<file path="config.mk">
export PLATFORM = sky130hd
export DESIGN_NAME = cv32e40p_obi_responder
export DESIGN_NICKNAME = d
export VERILOG_FILES = /design/src/rtl/cv32e40p_pkg.sv /design/src/rtl/cv32e40p_obi_resp_pipe.sv /design/src/rtl/cv32e40p_obi_responder.sv
export SDC_FILE = /design/constraint.sdc
export NUM_CORES = 1
export LEC_CHECK = 0
export CAP_MARGIN = 30
export CORE_UTILIZATION = 31
export CTS_CLUSTER_DIAMETER = 60
export DETAILED_ROUTE_END_ITERATION = 8
export PLACE_DENSITY = 0.9
export SETUP_SLACK_MARGIN = 0.4
export SKIP_CTS_REPAIR_TIMING = 1
export SLEW_MARGIN = 20
export SYNTH_ARGS = -nofsm -noshare
export SYNTH_HDL_FRONTEND = slang
export SYNTH_HIERARCHICAL = 1
export SYNTH_SLANG_ARGS = --single-unit
</file>
<file path="constraint.sdc">
create_clock -name clk_i -period 1.4 [get_ports clk_i]
set_input_delay 0.28 -clock clk_i [delete_from_list [all_inputs] [get_ports clk_i]]
set_output_delay 0.28 -clock clk_i [all_outputs]
set_load 0.02 [all_outputs]
</file>
<file path="src/rtl/cv32e40p_pkg.sv">
// rtl/cv32e40p_pkg.sv - shared response type and parameter limits for the OBI responder
package cv32e40p_pkg;

  localparam int unsigned RESP_LATENCY_MIN    = 1;
  localparam int unsigned RESP_LATENCY_MAX    = 4;
  localparam int unsigned MAX_OUTSTANDING_MIN = 1;
  localparam int unsigned MAX_OUTSTANDING_MAX = 4;

  typedef struct packed {
    logic [31:0] rdata;
    logic        err;
    logic        we;
  } obi_resp_t;

  // Pull a parameter value into its supported range
  function automatic int unsigned clamp_range(input int unsigned v,
                                              input int unsigned lo,
                                              input int unsigned hi);
    if (v < lo) return lo;
    if (v > hi) return hi;
    return v;
  endfunction

  // Only successful reads carry memory data; writes and errors answer with zero
  function automatic obi_resp_t resp_merge(input obi_resp_t e, input logic [31:0] mem_rdata);
    obi_resp_t r;
    r = e;
    if (!e.err && !e.we) r.rdata = mem_rdata;
    return r;
  endfunction

endpackage

</file>
<file path="src/rtl/cv32e40p_obi_resp_pipe.sv">
// rtl/cv32e40p_obi_resp_pipe.sv - fixed-latency response delay line with read data merge
module cv32e40p_obi_resp_pipe
  import cv32e40p_pkg::*;
#(
  parameter int unsigned LATENCY = 1
) (
  input  logic        clk_i,
  input  logic        rst_i,
  input  logic        push_i,
  input  obi_resp_t   push_entry_i,
  input  logic [31:0] mem_rdata_i,
  output logic        valid_o,
  output logic [31:0] rdata_o,
  output logic        err_o
);

  logic [LATENCY-1:0] valid_q;
  obi_resp_t          entry_q    [LATENCY];
  obi_resp_t          stage_view [LATENCY];

  // Stage 1 sees the memory read data, which arrives one cycle after accept
  always_comb begin
    for (int i = 0; i < LATENCY; i++) stage_view[i] = entry_q[i];
    stage_view[0] = resp_merge(entry_q[0], mem_rdata_i);
  end

  // Shift accepted transactions toward the output; reset drops everything in flight
  always_ff @(posedge clk_i or posedge rst_i) begin
    if (rst_i) begin
      valid_q <= '0;
      for (int i = 0; i < LATENCY; i++) entry_q[i] <= '0;
    end else begin
      valid_q[0] <= push_i;
      entry_q[0] <= push_i ? push_entry_i : '0;
      for (int i = 1; i < LATENCY; i++) begin
        valid_q[i] <= valid_q[i-1];
        entry_q[i] <= stage_view[i-1];
      end
    end
  end

  assign valid_o = valid_q[LATENCY-1];
  assign rdata_o = valid_o ? stage_view[LATENCY-1].rdata : 32'h0;
  assign err_o   = valid_o & stage_view[LATENCY-1].err;

endmodule

</file>
<file path="src/rtl/cv32e40p_obi_responder.sv">
// rtl/cv32e40p_obi_responder.sv - OBI responder bridging to a one-cycle-latency word memory
module cv32e40p_obi_responder
  import cv32e40p_pkg::*;
#(
  parameter int unsigned MEM_WORDS       = 1024,
  parameter int unsigned GNT_WAIT        = 0,
  parameter int unsigned RESP_LATENCY    = 1,
  parameter int unsigned MAX_OUTSTANDING = 2
) (
  input  logic                         clk_i,
  input  logic                         rst_i,
  input  logic                         obi_req_i,
  output logic                         obi_gnt_o,
  input  logic [31:0]                  obi_addr_i,
  input  logic                         obi_we_i,
  input  logic [3:0]                   obi_be_i,
  input  logic [31:0]                  obi_wdata_i,
  output logic                         obi_rvalid_o,
  output logic [31:0]                  obi_rdata_o,
  output logic                         obi_err_o,
  output logic                         mem_req_o,
  output logic                         mem_we_o,
  output logic [$clog2(MEM_WORDS)-1:0] mem_addr_o,
  output logic [3:0]                   mem_be_o,
  output logic [31:0]                  mem_wdata_o,
  input  logic [31:0]                  mem_rdata_i
);

  localparam int unsigned AW      = $clog2(MEM_WORDS);
  localparam int unsigned LAT     = clamp_range(RESP_LATENCY, RESP_LATENCY_MIN, RESP_LATENCY_MAX);
  localparam int unsigned MAX_OUT = clamp_range(MAX_OUTSTANDING, MAX_OUTSTANDING_MIN,
                                                MAX_OUTSTANDING_MAX);
  localparam int unsigned WAIT_W  = (GNT_WAIT > 0) ? $clog2(GNT_WAIT + 1) : 1;
  localparam int unsigned CNT_W   = $clog2(MAX_OUT + 1);

  logic [WAIT_W-1:0] wait_q, wait_d;
  logic [CNT_W-1:0]  cnt_q, cnt_d;
  logic              addr_err;
  logic              wait_done;
  logic              room;
  logic              accept;
  logic              resp_valid;
  obi_resp_t         push_entry;

  assign addr_err  = (obi_addr_i[1:0] != 2'b00) ||
                     ({2'b00, obi_addr_i[31:2]} >= 32'(MEM_WORDS));
  // The wait counter saturates at GNT_WAIT, so equality means the hold time has elapsed
  assign wait_done = (wait_q == WAIT_W'(GNT_WAIT));
  // A full tracker still has room when a response leaves in the same cycle
  assign room      = (cnt_q != CNT_W'(MAX_OUT)) || resp_valid;
  assign obi_gnt_o = obi_req_i && !rst_i && wait_done && room;
  assign accept    = obi_gnt_o;

  assign mem_req_o   = accept && !addr_err;
  assign mem_we_o    = obi_we_i;
  assign mem_addr_o  = obi_addr_i[2 +: AW];
  assign mem_be_o    = obi_be_i;
  assign mem_wdata_o = obi_wdata_i;

  assign push_entry = '{rdata: 32'h0, err: addr_err, we: obi_we_i};

  // Next-state for the grant wait counter and the outstanding transaction count
  always_comb begin
    wait_d = wait_q;
    cnt_d  = cnt_q;
    if (!obi_req_i || accept) wait_d = '0;
    else if (!wait_done)      wait_d = wait_q + WAIT_W'(1);
    case ({accept, resp_valid})
      2'b10:   cnt_d = cnt_q + CNT_W'(1);
      2'b01:   cnt_d = cnt_q - CNT_W'(1);
      default: cnt_d = cnt_q;
    endcase
  end

  // Counter registers
  always_ff @(posedge clk_i or posedge rst_i) begin
    if (rst_i) begin
      wait_q <= '0;
      cnt_q  <= '0;
    end else begin
      wait_q <= wait_d;
      cnt_q  <= cnt_d;
    end
  end

  cv32e40p_obi_resp_pipe #(
    .LATENCY (LAT)
  ) u_resp_pipe (
    .clk_i        (clk_i),
    .rst_i        (rst_i),
    .push_i       (accept),
    .push_entry_i (push_entry),
    .mem_rdata_i  (mem_rdata_i),
    .valid_o      (resp_valid),
    .rdata_o      (obi_rdata_o),
    .err_o        (obi_err_o)
  );

  assign obi_rvalid_o = resp_valid;

endmodule
</file>
# After elaboration in Yosys (flattened, before gate mapping)
# Cells that the tools add are included.
dict set report totals {
  input_bits 104
  reg_bits 38
  out_inout_bits 83
  word_cells 36
}
dict set report op_classes {
  add_sub_neg 3
  bitwise_logic 2
  n_mux 6
  eq_ne 3
  n_lt_le_gt_ge 1
  n_reduce_logical 15
}
# cell n
set op_table {}
lappend op_table {{32-bit two-way mux} 2}
lappend op_table {{30-bit by 11-bit >= comparator with 1-bit output, second input constant} 1}
lappend op_table {{1-bit logical AND} 5}
lappend op_table {{1-bit logical NOT} 5}
lappend op_table {{2-bit case mux with 2 select lines} 1}
lappend op_table {{2-bit nonzero test} 2}
lappend op_table {{1-bit logical OR} 3}
lappend op_table {{2-bit by 1-bit adder with 2-bit output, second input constant} 1}
lappend op_table {{2-bit by 1-bit equality test with 1-bit output, second input constant} 1}
lappend op_table {{2-bit equality test, second input constant} 1}
lappend op_table {{1-bit two-way mux} 2}
lappend op_table {{2-bit two-way mux} 1}
lappend op_table {{2-bit != test, second input constant} 1}
lappend op_table {{2-bit by 1-bit subtractor with 2-bit output, second input constant} 1}
lappend op_table {{1-bit adder, second input constant} 1}
lappend op_table {{1-bit AND} 1}
lappend op_table {{1-bit inverter} 1}

# Logic depth before layout (Yosys ltp)
# Gate-level depths: netlist of the first run.
dict set report depth {
  word_depth 6
  depth_mapped 4
  mapped_depth_nobuf 4
}

# Cells and area by module
# The synthesis of the first run kept the hierarchy.
# mod cells_each area_per_inst_um2 seq_area_each_um2 n_inst
set by_module_without_submodules {}
lappend by_module_without_submodules {cv32e40p_obi_resp_pipe 189 1746.7 875.8 1}
lappend by_module_without_submodules {cv32e40p_obi_responder 72 579.3 50.0 1}

# Worst setup path after synthesis of the first run
# No wires, ideal clock.
dict set report synth_timing {
  kind {register to output}
  from {register u_resp_pipe.valid_q, in the netlist u_resp_pipe/valid_o}
  to {output obi_rdata_o[10]}
  n_path_buf 2
  stages_incl_launch_ff 5
  t_arrival_ps 1420
  slack_ps -300
  required_ps 1120
  path_cell_list {dfrtp_1 -> buf_4 -> clkbuf_1 -> nand2_1 -> o21ai_1}
}
dict set report synth_between {
  elab_chain_cells 1
}
# element line_no
set synth_rtl {}
lappend synth_rtl {{start, declared} cv32e40p_obi_resp_pipe.sv:17} ;# logic [LATENCY-1:0] valid_q;
lappend synth_rtl {{start signal, assigned by index} cv32e40p_obi_resp_pipe.sv:36} ;# valid_q[i] <= valid_q[i-1];
lappend synth_rtl {{32-bit two-way mux} cv32e40p_obi_resp_pipe.sv:43} ;# assign rdata_o = valid_o ? stage_view[LATENCY-1].rdata : 32'h0;
lappend synth_rtl {{end, declared} cv32e40p_obi_responder.sv:19} ;# output logic [31:0] obi_rdata_o,
# Every way passes these cells.

# Worst setup path after layout of the first run
dict set report layout_timing {
  from {register u_resp_pipe/entry_q[1] (netlist bit)}
  to {output obi_rdata_o[1]}
}
dict set report layout_between {
  elab_chain_cells 4
}
# element line_no
set layout_rtl {}
lappend layout_rtl {{start, declared} cv32e40p_obi_resp_pipe.sv:18} ;# obi_resp_t entry_q [LATENCY];
lappend layout_rtl {{start signal, assigned by index} cv32e40p_obi_resp_pipe.sv:37} ;# entry_q[i] <= stage_view[i-1];
lappend layout_rtl {{1-bit logical NOT} cv32e40p_pkg.sv:28} ;# if (!e.err && !e.we) r.rdata = mem_rdata;
lappend layout_rtl {{1-bit logical AND} cv32e40p_pkg.sv:28}
lappend layout_rtl {{32-bit two-way mux} cv32e40p_pkg.sv:28}
lappend layout_rtl {{32-bit two-way mux} cv32e40p_obi_resp_pipe.sv:43}
# Every way passes these cells.

==> results of run 1 <==
[through the flow]
| stage | hold WS (ps) | instance area [sq um] | power (mW) | cells |
|---|---|---|---|---|
| global route | 345 | 3940 | 3.94 | 455 |
| detailed placement | 536 | 3600 | 2.70 | 435 |
| floorplan | 21.2 | 2830 | 2.31 | 292 |
| CTS | 320 | 3700 | 3.51 | 443 |
| global placement | 514 | 3600 | 2.65 | 435 |
| finish | 341 | 3940 | 3.73 | 455 |
[final timing paths]
kind | endpoint | cells past startpoint | slack [ps] | start
max in group asynchronous | u_resp_pipe/valid_o | 4 | 580 | rst_i
max | obi_rdata_o[1] | 4 | -350 | u_resp_pipe/entry_q[1]
min in group clk_i | u_resp_pipe/entry_q[0] | 3 | 400 | obi_we_i
min reg2reg | cnt_q[1] | 2 | 590 | cnt_q[1]
max reg2reg | cnt_q[1] | 7 | -60 | u_resp_pipe/valid_o
min | cnt_q[1] | 3 | 340 | rst_i
[tightest hold or removal path, stage by stage]
cell and delay, ps:
clkdlybuf4s50_1 410, buf_4 170, inv_1 90
[power by group]
part | total, mW | switching, mW | internal (mW)
clock | 0.794 | 0.349 | 0.445
sequential | 1.26 | 0.0747 | 1.19
combinational | 1.67 | 0.839 | 0.835
total | 3.73 | 1.26 | 2.47
[metal layers]
| layer | routed length [um] | vias up | track usage |
|---|---|---|---|
| met4 | 94 | 0 | 0.0630 |
| li1 | - | 994 | - |
| met3 | 396 | 10 | 0.0420 |
| met1 | 2400 | 980 | 0.161 |
| met5 | 0 | - | 0 |
| met2 | 3870 | 91 | 0.290 |
[state kept, by name (all words and copies together), names as in the netlist]
register,count
u_resp_pipe/entry_q,34
u_resp_pipe/valid_o,1
cnt_q,2
[cell type report]
class                           count  area (sq um)  area share
Multi-Input combinational cell    185          1450       0.368
Timing Repair Buffer              124          1330       0.337
Sequential cell                    37           927       0.235
Tap cell                           99           124      0.0314
Clock buffer                        7          96.3      0.0245
Inverter                            2          11.3     0.00286
Clock inverter                      1          5.00     0.00127
[kinds of logic (layout without fill, tap and decap cells)]
logic type / count (synthesis) / in the layout
other cells: 1 / 32
compound gates: 67 / 67
xor+xnor: 2 / 2
buf+inv: 70 / 134
simple gates: 84 / 84
flops: 37 / 37
[cell usage in the layout, fill, tap and decap left out, drive strengths merged]
cell	Yosys	layout
a211oi	1	1
a21oi	2	2
and2	35	35
and4bb	1	1
buf	58	64
clkbuf	10	18
clkdlybuf4s50	0	36
clkinv	0	1
clkinvlp	0	1
conb	1	32
dfrtp	37	37
dlymetal6s2s	0	13
inv	2	1
nand2	33	33
nand2b	1	1
nand4	1	1
nor2	2	2
nor2b	1	1
nor3b	1	1
nor4	6	6
nor4b	1	1
o211ai	32	32
o21ai	32	32
or2	2	2
xnor2	2	2
==> flow_metrics.py, run 1 <==
metrics = {
    "logic_synthesis": {
        "netlist_instances": 261,
        "avgSynthCellArea_sq_um": 8.91,
        "synth_cell_type_count": 28,
        "synthAdderAreaFrac": 0,
        "synth_top_family_by_area": "buffers and inverters",
        "synth_compound_area_frac": 0.181,
        "synth_top_area_cell": "dfrtp_1",
        "synth_ff_type": "dfrtp_1",
        "ys_top_cells_by_count": "buf_4, dfrtp_1, and2_1",
        "synth_area_leaders": "dfrtp_1, buf_4, o211ai_1, and2_1, o21ai_1",
        "synth_area_sq_um": 2330,
        "synth-simple-area-share": 0.205,
        "ys_seq_area_frac": 0.398,
        "yosys_register_bits": 37,
        "synthArstFlopShare": 1.00,
        "yosysWarnings": 6,
        "synth_xor_area_frac": 0.00753,
        "synth_top_area_share": 0.398,
        "synth_mux_area_frac": 0,
        "synth-edff-count": 0,
        "yosysMostFrequentCell": "buf_4",
    },
    "job": {
        "cap_violations": 0,
    },
    "timing": {
        "setup_ws_ps": -349,
        "hold_viol_final": 0,
        "period_needed_ps": 1750,
        "finalMaxSlewViolations": 0,
        "fin_skew_ps": 0.311,
        "fmax_mhz": 572,
        "rsz0062_at_grt": "true",
        "setup_viol": 38,
        "tns_ps": -11100,
        "fin_crit_sh": 1.25,
    },
    "final_layout": {
        "final_core_util": 0.543,
        "area_growth_pct": 69.4,
        "n_fill_cell": 635,
        "final_layout_size_suffix_gt1_frac": 0.374,
        "n_antenna_cell": 0,
        "nets": 459,
    },
    "clock_tree": {
        "cts_tree": "yes",
        "clock_path_buffers": 2,
        "clk_latency_ps": 270,
        "path_clk_slew_ps": 70,
        "clockRootBuffer": "clkbuf_8",
        "ctsHtreeMaxLevel": 2,
        "cts.sinks": 37,
        "cts_made_buffers": 5,
    },
    "drt": {
        "routedWlPerCell_um": 14.9,
        "wl_um": 6760,
        "drt_pass1_iterations": 4,
        "drc": 0,
        "via_count": 2075,
        "antenna_left": 0,
        "drt_iter0_drc": 62,
        "avgViaCountPerCell": 4.56,
    },
    "die": {
        "fp.dieW_um": 88.6,
        "die_y_um": 88.6,
        "ios": 187,
        "start_util": 0.321,
        "rows": 31,
        "core_sq_um": 7250,
        "die-area_sq_um": 7850,
    },
    "place": {
        "hpwl_um": 4560,
        "portBuffers": 94,
        "place_congestion": 0.696,
        "place_ws_ps": -876,
    },
    "power": {
        "cellLeakagePower_nw": 1.78,
        "power.density_nw_per_um2": 947,
        "irDropWorstVdd_mv": 0.405,
    },
    "setup_path": {
        "end_kind": "output pin",
        "start_kind": "register",
        "crit_arrival_ps": 1470,
        "path_buf_inv": 2,
        "path_class": "register to output pin",
        "slowest_stage": "dfrtp_1",
        "path_cells": "buf_8 > o211ai_1 > o21ai_4 > buf_2",
        "crit_fanout": 24,
        "crit_family": "compound AO/OA/AOI/OAI gates",
        "crit_path_max_incr_delay_ps": 420,
        "critical_path_required_ps": 1120,
    },
    "min_path": {
        "hp-class": "input port to asynchronous set/reset pin",
    },
    "global_routing": {
        "antenna_found_initial": 0,
        "grt_overflow_total": 0,
        "grt_max_degree": 38,
        "grt_pass1_wl_um": 9180,
        "grt_use_total": 0.154,
        "grt_pass1_vias": 2018,
    },
    "outcome": {
        "violations": "setup timing",
        "status": "finished, violations left",
    },
}
Note: power is estimated with default switching activity, not from simulation.
==> run 2: changes to the inputs <==
- CORE_UTILIZATION: 31 -> 17
- PLACE_DENSITY: 0.9 -> 0.88
- SYNTH_HIERARCHICAL: 1 -> default
==> run 2 against run 1 <==
Net effect: the flow still finishes with violations (setup timing); combinational power decreased by 37%; critical path depth increased by 1; hold slack got worse by 200 ps; first-iteration DRC count decreased by 79%; critical path type is now input port to output pin; critical endpoint is now mem_req_o.
==> flow_metrics.py, run 2 <==
metrics = {
    "outcome": {
        "status": "finished, violations left",
        "violations": "setup timing",
    },
    "timing": {
        "worstMarginPinSlew_ps": 253,
        "finalMaxSlewViolations": 0,
        "setup_viol": 34,
        "rsz0062_at_grt": "true",
        "setup_ws_ps": -250,
        "period_needed_ps": 1650,
        "fmax_mhz": 606,
        "hold_viol_final": 0,
        "fin_crit_sh": 1.18,
        "max-slew-margin-rel": 0.831,
        "fin_skew_ps": 2.70,
    },
    "die": {
        "rows": 26,
        "ios": 187,
        "die_y_um": 74.6,
        "start_util": 0.177,
        "die-area_sq_um": 5560,
        "fp.dieW_um": 74.6,
        "core_sq_um": 5070,
    },
    "power": {
        "p_switching_mw": 0.579,
        "p_int_mw": 1.01,
        "clockPowerShare": 0.177,
        "p_seq_frac": 0.156,
        "p_total_mw": 1.59,
        "power.density_nw_per_um2": 807,
        "irDropWorstVdd_mv": 0.500,
        "pwr-share-comb": 0.667,
        "cellLeakagePower_nw": 0.986,
        "p_sw_frac": 0.363,
    },
    "drt": {
        "antenna_left": 0,
        "drt_iter0_drc": 13,
        "wl_um": 3250,
        "drc": 0,
        "via_count": 994,
        "avgViaCountPerCell": 4.04,
        "routedWlPerCell_um": 13.2,
        "drt_pass1_iterations": 4,
    },
    "final_layout": {
        "final_common_cell": "buf_6",
        "area_growth_pct": 120,
        "nets": 281,
        "final_layout_size_suffix_gt1_frac": 0.642,
        "finish.instance_area_sq_um": 1970,
        "layout_common_cells": "buf_6, clkdlybuf4s50_1, and2_2, dlymetal6s2s_1, and2_4",
        "n_antenna_cell": 0,
    },
    "logic_synthesis": {
        "syn-num-nets": 216,
        "synth_ff_type": "dfrtp_1",
        "synthArstFlopShare": 1.00,
        "yosysMostFrequentCell": "buf_4",
        "yosysWarnings": 0,
        "synth_cell_type_count": 20,
        "ys_top_cells_by_count": "buf_4, and2_1, dfrtp_1",
        "netlist_instances": 112,
        "synth-edff-count": 0,
        "avgSynthCellArea_sq_um": 8.00,
        "synth_top_area_cell": "buf_4",
        "yosys_register_bits": 5,
        "ys_seq_area_frac": 0.140,
        "synth_area_sq_um": 896,
        "synth_area_leaders": "buf_4, and2_1, dfrtp_1, nor4_2, nor3b_4",
        "synth_top_area_share": 0.394,
    },
    "clock_tree": {
        "clock_path_buffers": 2,
        "clk_latency_ps": 230,
        "cts.sinks": 5,
        "path_clk_slew_ps": 40,
        "ctsHtreeMaxLevel": 1,
        "clockRootBuffer": "clkbuf_8",
        "cts_tree": "yes",
        "cts_made_buffers": 3,
    },
    "place": {
        "place_congestion": 0.761,
        "portBuffers": 94,
        "hpwl_um": 2380,
        "place_ws_ps": -982,
        "placed_cell_area_sq_um": 1730,
    },
    "setup_path": {
        "r2r.worst_path.cells": 6,
        "path_class": "input port to output pin",
        "crit_arrival_ps": 1370,
        "critical_path_required_ps": 1120,
        "end_kind": "output pin",
        "start_kind": "input port",
        "r2r_setup_slack_ps": 10,
        "r2r-start": "u_resp_pipe.valid_o",
        "crit_fanout": 2,
        "r2r-end": "cnt_q[1]",
    },
    "global_routing": {
        "grt_pass1_wl_um": 3870,
        "grt_overflow_total": 0,
        "grt_use_total": 0.0963,
        "antenna_found_initial": 0,
        "grt_pass1_vias": 865,
        "grt_max_degree": 33,
    },
    "min_path": {
        "hp-class": "input port to asynchronous set/reset pin",
    },
    "job": {
        "cap_violations": 0,
    },
}
==> run 2: changes by cell type after synthesis, sizes merged, moves of 2 or more <==
| cell | before | now |
|---|---|---|
| o211ai | 32 | 0 |
| buf | 58 | 47 |
| or2 | 2 | 0 |
| nand2 | 33 | 1 |
| o21ai | 32 | 0 |
| dfrtp | 37 | 5 |
| clkbuf | 10 | 3 |
==> run 2: layer usage <==
| metal | share of wire | global-route usage | up-vias | routed length (um) |
|---|---|---|---|---|
| met5 | 0 | 0 | - | 0 |
| met4 | 0.018 | 0.0629 | 0 | 59 |
| met3 | 0.20 | 0.0962 | 5 | 640 |
| met2 | 0.48 | 0.140 | 118 | 1550 |
| met1 | 0.31 | 0.0822 | 431 | 999 |
| li1 | - | - | 440 | - |
==> run 2: final cells by class <==
class | count | area, sq um
fill | 508 | 3100
sequential | 5 | 129
clock buffer | 4 | 45.0
timing repair buffer | 110 | 1140
tap | 70 | 87.6
multi-input combinational | 56 | 572
inverter | 1 | 3.75
==> run 2: critical path, cell delays in order <==
cell and delay, ps:
dlymetal6s2s_1 130, nor4_2 250, nand4_1 210, a2111oi_4 310, buf_4 190
==> run 2: worst max path at each step <==
stage / slack (ps) / end / start
3_5_place_dp: -980 / mem_req_o / obi_addr_i[14]
6_report: -250 / mem_req_o / obi_addr_i[20]
2_1_floorplan: 10 / mem_req_o / obi_addr_i[14]
4_1_cts: -990 / mem_req_o / obi_addr_i[14]
3_3_place_gp: -960 / mem_req_o / obi_addr_i[14]
5_1_grt: -320 / mem_req_o / obi_addr_i[16]
==> run 2: power by group through the flow <==
stage	registers, mW	logic [mW]	clock network [mW]
2_1_floorplan	0.250	0.559	0
3_3_place_gp	0.244	0.793	0
3_5_place_dp	0.251	0.807	0
4_1_cts	0.249	0.811	0.284
5_1_grt	0.251	1.13	0.293
6_report	0.249	1.06	0.281
==> run 2: kinds of logic after synthesis <==
kind of cell    Yosys count  synth area share
buf+inv                  51             0.415
simple gates             48             0.376
compound gates            6            0.0503
flops                     5             0.140
xor+xnor                  2            0.0196
==> run 2: metrics by stage <==
stage                     hold WS [ps]  utilization  cells  setup TNS [ps]
final                              141        0.389    246           -6690
after global routing               188        0.389    246           -8940
after CTS                          409        0.351    240          -24660
after detailed placement           560        0.342    236          -16960
after global placement             560        0.342    236          -16080
after floorplan                   58.5            -    112               0
